**config.mk**
```make
export PLATFORM = sky130hd
export DESIGN_NAME = pc_fetch_unit_flat
export DESIGN_NICKNAME = d
export VERILOG_FILES = /design/src/rtl/pc_fetch_unit_if.sv /design/src/rtl/pc_fetch_unit.sv /design/src/flat_wrapper.sv
export SDC_FILE = /design/constraint.sdc
export NUM_CORES = 1
export LEC_CHECK = 0
export CORE_ASPECT_RATIO = 1.5
export CORE_UTILIZATION = 50
export DETAILED_ROUTE_END_ITERATION = 8
export PLACE_DENSITY = 0.87
export REMOVE_ABC_BUFFERS = 1
export SYNTH_ARGS = -nofsm -noshare
export SYNTH_HDL_FRONTEND = slang
export SYNTH_SLANG_ARGS = --single-unit
```
**constraint.sdc**
```tcl
create_clock -name clk -period 12 [get_ports clk]
set_input_delay 2.4 -clock clk [delete_from_list [all_inputs] [get_ports clk]]
set_output_delay 2.4 -clock clk [all_outputs]
set_load 0.05 [all_outputs]
```
**src/rtl/pc_fetch_unit_if.sv**
```systemverilog
// rtl/pc_fetch_unit_if.sv - fetch stage signal bundle between core/decoder and the PC unit
interface pc_fetch_unit_if;
    logic [31:0] instr;
    logic [1:0]  pc_sel;
    logic        branch_taken;
    logic [31:0] jr_target;
    logic        undef_op;
    logic        irq;
    logic [30:0] rom_addr;
    logic [31:0] pc;
    logic [31:0] pc_plus4;
    logic        instr_valid;
    logic        epc_we;
    logic [31:0] epc_value;
    logic        in_kernel;
    logic [31:0] instret;

    modport master (
        output instr, pc_sel, branch_taken, jr_target, undef_op, irq,
        input  rom_addr, pc, pc_plus4, instr_valid, epc_we, epc_value, in_kernel, instret
    );

    modport slave (
        input  instr, pc_sel, branch_taken, jr_target, undef_op, irq,
        output rom_addr, pc, pc_plus4, instr_valid, epc_we, epc_value, in_kernel, instret
    );
endinterface

```
**src/rtl/pc_fetch_unit.sv**
```systemverilog
// rtl/pc_fetch_unit.sv - PC register, next-PC selection, IRQ/exception vectoring and retire counter
module pc_fetch_unit #(
    parameter logic [31:0] RESET_VEC = 32'h8000_0000,
    parameter logic [31:0] IRQ_VEC   = 32'h8000_0004,
    parameter logic [31:0] EXC_VEC   = 32'h8000_0008
) (
    input  logic              clk,
    input  logic              reset,
    pc_fetch_unit_if.slave    bus
);
    logic [31:0] pc_q, pc_d;
    logic        irq_d_q, irq_d_d;
    logic        irq_pending_q, irq_pending_d;
    logic [31:0] instret_q, instret_d;

    logic [30:0] seq_low;
    logic [30:0] br_off;
    logic [31:0] flow_pc;
    logic        irq_take;
    logic        instr_valid;

    // Offset is the sign-extended word displacement truncated to the 31-bit address space.
    assign seq_low  = pc_q[30:0] + 31'd4;
    assign br_off   = {{13{bus.instr[15]}}, bus.instr[15:0], 2'b00};
    assign irq_take = irq_pending_q & ~pc_q[31] & ~bus.undef_op & ~reset;

    always_comb begin
        flow_pc = {pc_q[31], seq_low};
        unique case (bus.pc_sel)
            2'b00: flow_pc = {pc_q[31], seq_low};
            2'b01: flow_pc = bus.branch_taken ? {pc_q[31], seq_low + br_off} : {pc_q[31], seq_low};
            2'b10: flow_pc = {pc_q[31], seq_low[30:28], bus.instr[25:0], 2'b00};
            2'b11: flow_pc = bus.jr_target;
        endcase
    end

    always_comb begin
        pc_d          = flow_pc;
        instr_valid   = ~reset;
        bus.epc_we    = 1'b0;
        bus.epc_value = 32'h0;
        if (reset) begin
            pc_d = RESET_VEC;
        end else if (bus.undef_op) begin
            pc_d          = EXC_VEC;
            instr_valid   = 1'b0;
            bus.epc_we    = 1'b1;
            bus.epc_value = {pc_q[31], seq_low};
        end else if (irq_take) begin
            pc_d          = IRQ_VEC;
            instr_valid   = 1'b0;
            bus.epc_we    = 1'b1;
            bus.epc_value = pc_q;
        end
    end

    // A new rising edge of irq wins over a coincident take.
    always_comb begin
        irq_d_d       = bus.irq;
        irq_pending_d = (bus.irq & ~irq_d_q) | (irq_pending_q & ~irq_take);
        instret_d     = instr_valid ? instret_q + 32'd1 : instret_q;
    end

    always_ff @(posedge clk or posedge reset) begin
        if (reset) begin
            pc_q          <= RESET_VEC;
            irq_d_q       <= 1'b0;
            irq_pending_q <= 1'b0;
            instret_q     <= 32'h0;
        end else begin
            pc_q          <= pc_d;
            irq_d_q       <= irq_d_d;
            irq_pending_q <= irq_pending_d;
            instret_q     <= instret_d;
        end
    end

    assign bus.rom_addr    = pc_q[30:0];
    assign bus.pc          = pc_q;
    assign bus.pc_plus4    = {pc_q[31], seq_low};
    assign bus.in_kernel   = pc_q[31];
    assign bus.instret     = instret_q;
    assign bus.instr_valid = instr_valid;
endmodule

```
**src/flat_wrapper.sv**
```systemverilog
// flat-port wrapper written by rule: the top's interface ports become plain ports
module pc_fetch_unit_flat 
#(
    parameter logic [31:0] RESET_VEC = 32'h8000_0000,
    parameter logic [31:0] IRQ_VEC   = 32'h8000_0004,
    parameter logic [31:0] EXC_VEC   = 32'h8000_0008
)
  (clk, reset, bus_instr, bus_pc_sel, bus_branch_taken, bus_jr_target, bus_undef_op, bus_irq, bus_rom_addr, bus_pc, bus_pc_plus4, bus_instr_valid, bus_epc_we, bus_epc_value, bus_in_kernel, bus_instret);
  pc_fetch_unit_if bus_i ();
  input  logic clk;
  input  logic reset;
  input wire logic [$bits(bus_i.instr)-1:0] bus_instr;
  input wire logic [$bits(bus_i.pc_sel)-1:0] bus_pc_sel;
  input wire logic [$bits(bus_i.branch_taken)-1:0] bus_branch_taken;
  input wire logic [$bits(bus_i.jr_target)-1:0] bus_jr_target;
  input wire logic [$bits(bus_i.undef_op)-1:0] bus_undef_op;
  input wire logic [$bits(bus_i.irq)-1:0] bus_irq;
  output wire logic [$bits(bus_i.rom_addr)-1:0] bus_rom_addr;
  output wire logic [$bits(bus_i.pc)-1:0] bus_pc;
  output wire logic [$bits(bus_i.pc_plus4)-1:0] bus_pc_plus4;
  output wire logic [$bits(bus_i.instr_valid)-1:0] bus_instr_valid;
  output wire logic [$bits(bus_i.epc_we)-1:0] bus_epc_we;
  output wire logic [$bits(bus_i.epc_value)-1:0] bus_epc_value;
  output wire logic [$bits(bus_i.in_kernel)-1:0] bus_in_kernel;
  output wire logic [$bits(bus_i.instret)-1:0] bus_instret;
  assign bus_i.instr = bus_instr;
  assign bus_i.pc_sel = bus_pc_sel;
  assign bus_i.branch_taken = bus_branch_taken;
  assign bus_i.jr_target = bus_jr_target;
  assign bus_i.undef_op = bus_undef_op;
  assign bus_i.irq = bus_irq;
  assign bus_rom_addr = bus_i.rom_addr;
  assign bus_pc = bus_i.pc;
  assign bus_pc_plus4 = bus_i.pc_plus4;
  assign bus_instr_valid = bus_i.instr_valid;
  assign bus_epc_we = bus_i.epc_we;
  assign bus_epc_value = bus_i.epc_value;
  assign bus_in_kernel = bus_i.in_kernel;
  assign bus_instret = bus_i.instret;
  pc_fetch_unit #(.RESET_VEC(RESET_VEC), .IRQ_VEC(IRQ_VEC), .EXC_VEC(EXC_VEC)) u_core (.clk(clk), .reset(reset), .bus(bus_i));
endmodule
```
==> results.md <==
- Synth async-reset ratio: 1.000
- CP Launch Type: input port
- Layout area overhead: 37.21%
- Detail Placement HPWL: 15640 um
- Antenna Nets Post-Route: 0
- Final Instance Count excl. Fillers: 1115
- Worst slew margin: 0.4395
- Pre-Repair DR Iteration Count: 6
- HP Class: flip-flop to flip-flop
- Layout cell share with drive strength beyond 1: 0.04054
- FF-to-FF path depth: 15
- First-pass GRT wire length: 31750 um
- Fin Hold WS: 438.4 ps
- Global Route Usage Sum: 0.3105
- Worst Skew: 5.919 ps
- Clk_lat worst skew: 330 ps
- 1st-iter DRT viols: 344
- Slew @ Worst Pin: 838.2 ps
- LEAKAGE: 0.003738 uW
- Ant diodes: 0
- # hold bufs at CTS: 0
- Mapped cell area: 6312 sq um
- Core Footprint: 12140 sq um
- Overflow after GRT: 0
- Post-route DRC: 0
- Seq cells post-synth: 66
- Total CTS buffers: 9
- Worst Path Required: 9600 ps
- Initial core utilization: 0.5200
- IO Port Bufs: 226
- Root Buffer: clkbuf_16
- Setup CP Type: input port to output port
- Die Wd: 93.74 um
- Main synth FF type: dfrtp_1
- Initial antenna violation count: 0
- Crit Path Max Fanout: 29
- I/O pin total: 233
- Via total after detailed routing: 6584
- DP Cell Count: 1099
- Nets@finish: 1064
- Hold path depth: 1
- Post-Route Setup TNS: 0 ps
- Maximum vdd drop: 0.07841 mV
- Max-cap violations: 0
- Post-CTS Setup Repair Bufs: 0
- Sequential area share after synthesis: 0.2618
- CTS Sinks: 66
- Final hold viol count: 0
- Tmin final: 7537 ps
- Vias per cell: 5.905
- EDFF count, synth: 0
- Placer Congestion: 0.9818
- Largest net degree at the start of global routing: 68
- Setup violators final: 0
- Pwr Total: 828.8 uW
- Fmax: 132.7 MHz
- Cell count after synthesis: 788
- CTS max path bufs: 2
- Post-CTS Resized: 0
- Die H: 139.6 um
- Fin. max-slew vios: 0
- H-tree levels: 3
- Mean Syn Cell Area: 8.011 sq um
- CTS tree: built
- Period utilization: 0.6280
- Library cells used by synthesis: 61
- Final WL: 20210 um
- Clk pin slew, worst setup/hold paths: 50 ps
- Row Count: 49
- Worst Path Arrival: 5140 ps
- Die footprint: 13090 sq um
- Setup crit end kind: output port
- Synth warn: 0
- Fin util: 0.7135
- Number of global-route vias before repair: 6322
- DR WL/cell: 18.13 um
- Status: complete, no violations
- RSZ-0062 raised after global routing: no
- Power Density: 95.70 nW/um^2
==> power by group <==
| group | internal (uW) | leakage [uW] | switching, uW |
|---|---|---|---|
| Clock | 145 | 0.000130 | 92.0 |
| Sequential | 237 | 0.000882 | 25.6 |
| Combinational | 121 | 0.00273 | 208 |
| Total | 503 | 0.00374 | 326 |
==> cells by family after synthesis <==
| logic type | Yosys count | share of synthesized area |
|---|---|---|
| and+or+nand+nor | 293 | 0.2270 |
| AOI/OAI and AO/OA | 166 | 0.1693 |
| xor gates and xnor gates | 102 | 0.1415 |
| buffers and inverters | 95 | 0.07849 |
| DFF | 66 | 0.2618 |
| adders and majority gates | 36 | 0.07255 |
| muxes | 30 | 0.04935 |
==> registers in the layout (all words and copies together) (netlist names) <==
name,flops
u_core.bus.instret,32
u_core.bus.pc,32
u_core.irq_d_q,1
u_core.irq_pending_q,1
==> metrics by stage <==
stage | instance area [sq um] | worst slack [ps]
detailed placement | 8393 | 4528
finish | 8661 | 4463
global route | 8661 | 4445
CTS | 8661 | 4523
floorplan | 5896 | 3112
global placement | 8393 | 4555
==> layout by cell type (no fill, tap or decap), types with 10 or more instances in the layout <==
cell type | synthesis | routed
nor2_1 | 78 | 78
a21o_1 | 18 | 18
inv_1 | 21 | 20
a21oi_1 | 55 | 55
nand3_1 | 25 | 25
and3_1 | 27 | 27
dfrtp_1 | 65 | 65
ha_1 | 35 | 35
a211oi_1 | 20 | 20
xor2_1 | 47 | 47
o21ai_0 | 22 | 21
nand4_1 | 22 | 22
nand2_1 | 87 | 87
or3_1 | 10 | 10
clkdlybuf4s50_1 | 0 | 225
mux2i_1 | 24 | 24
xnor2_1 | 55 | 55
==> per-layer routing <==
layer,vias up,GRT usage,wire (um)
met5,-,0,0
met1,3098,0.3561,7605
met4,0,0.1668,856
met3,63,0.04317,1316
li1,3093,-,-
met2,330,0.5459,10440
==> critical path, stage by stage <==
cell	delay, ps
clkdlybuf4s50_1	400
buf_4	240
or3_1	380
buf_4	260
inv_1	510
clkdlybuf4s50_1	930
==> path summary, 6_finish.rpt <==
kind	from	end	slack, ps
worst max-delay path	bus_undef_op	bus_instr_valid	4460
worst min-delay path	u_core.irq_d_q	u_core.irq_pending_q	440
worst max register to register	u_core.bus.pc[14]	u_core.bus.pc[30]	7160
worst min register to register	u_core.irq_d_q	u_core.irq_pending_q	440
max in group asynchronous	reset	u_core.bus.instret[31]	8680
min in group asynchronous	reset	u_core.bus.instret[14]	2800
==> layout make-up <==
cell class	instances	area [sq um]
clock buffers	13	250.2
clock inverters	3	17.52
fillers	974	3478
inverters	21	78.83
multi-input cells	627	4168
flip-flops and latches	66	1653
well taps	153	191.4
repair buffers	232	2302
==> Yosys cell counts, drive strengths merged, types with 4 or more instances <==
cell type,count,area (sq um)
nor3,9,45.04
or3,10,62.56
xor2,47,411.6
clkbuf,26,97.59
and2,8,50.05
nand2,87,326.6
o31ai,4,30.03
nand2b,4,25.02
a211oi,20,150.1
mux2i,24,240.2
nor2,78,292.8
mux2,6,71.31
a22oi,5,37.54
o21ai,23,118.9
nand4,22,137.6
a31oi,8,50.05
ha,35,437.9
nand3,27,152.7
o211ai,6,45.04
a21o,18,135.1
o21a,4,30.03
inv,21,78.83
nor4,5,52.55
dfrtp,65,1627
and4,4,35.03
and3,29,183.9
xnor2,55,481.7
a21oi,55,275.3
nor2b,4,25.02
buf,48,319.1
Power figures use the tool's default switching activity.
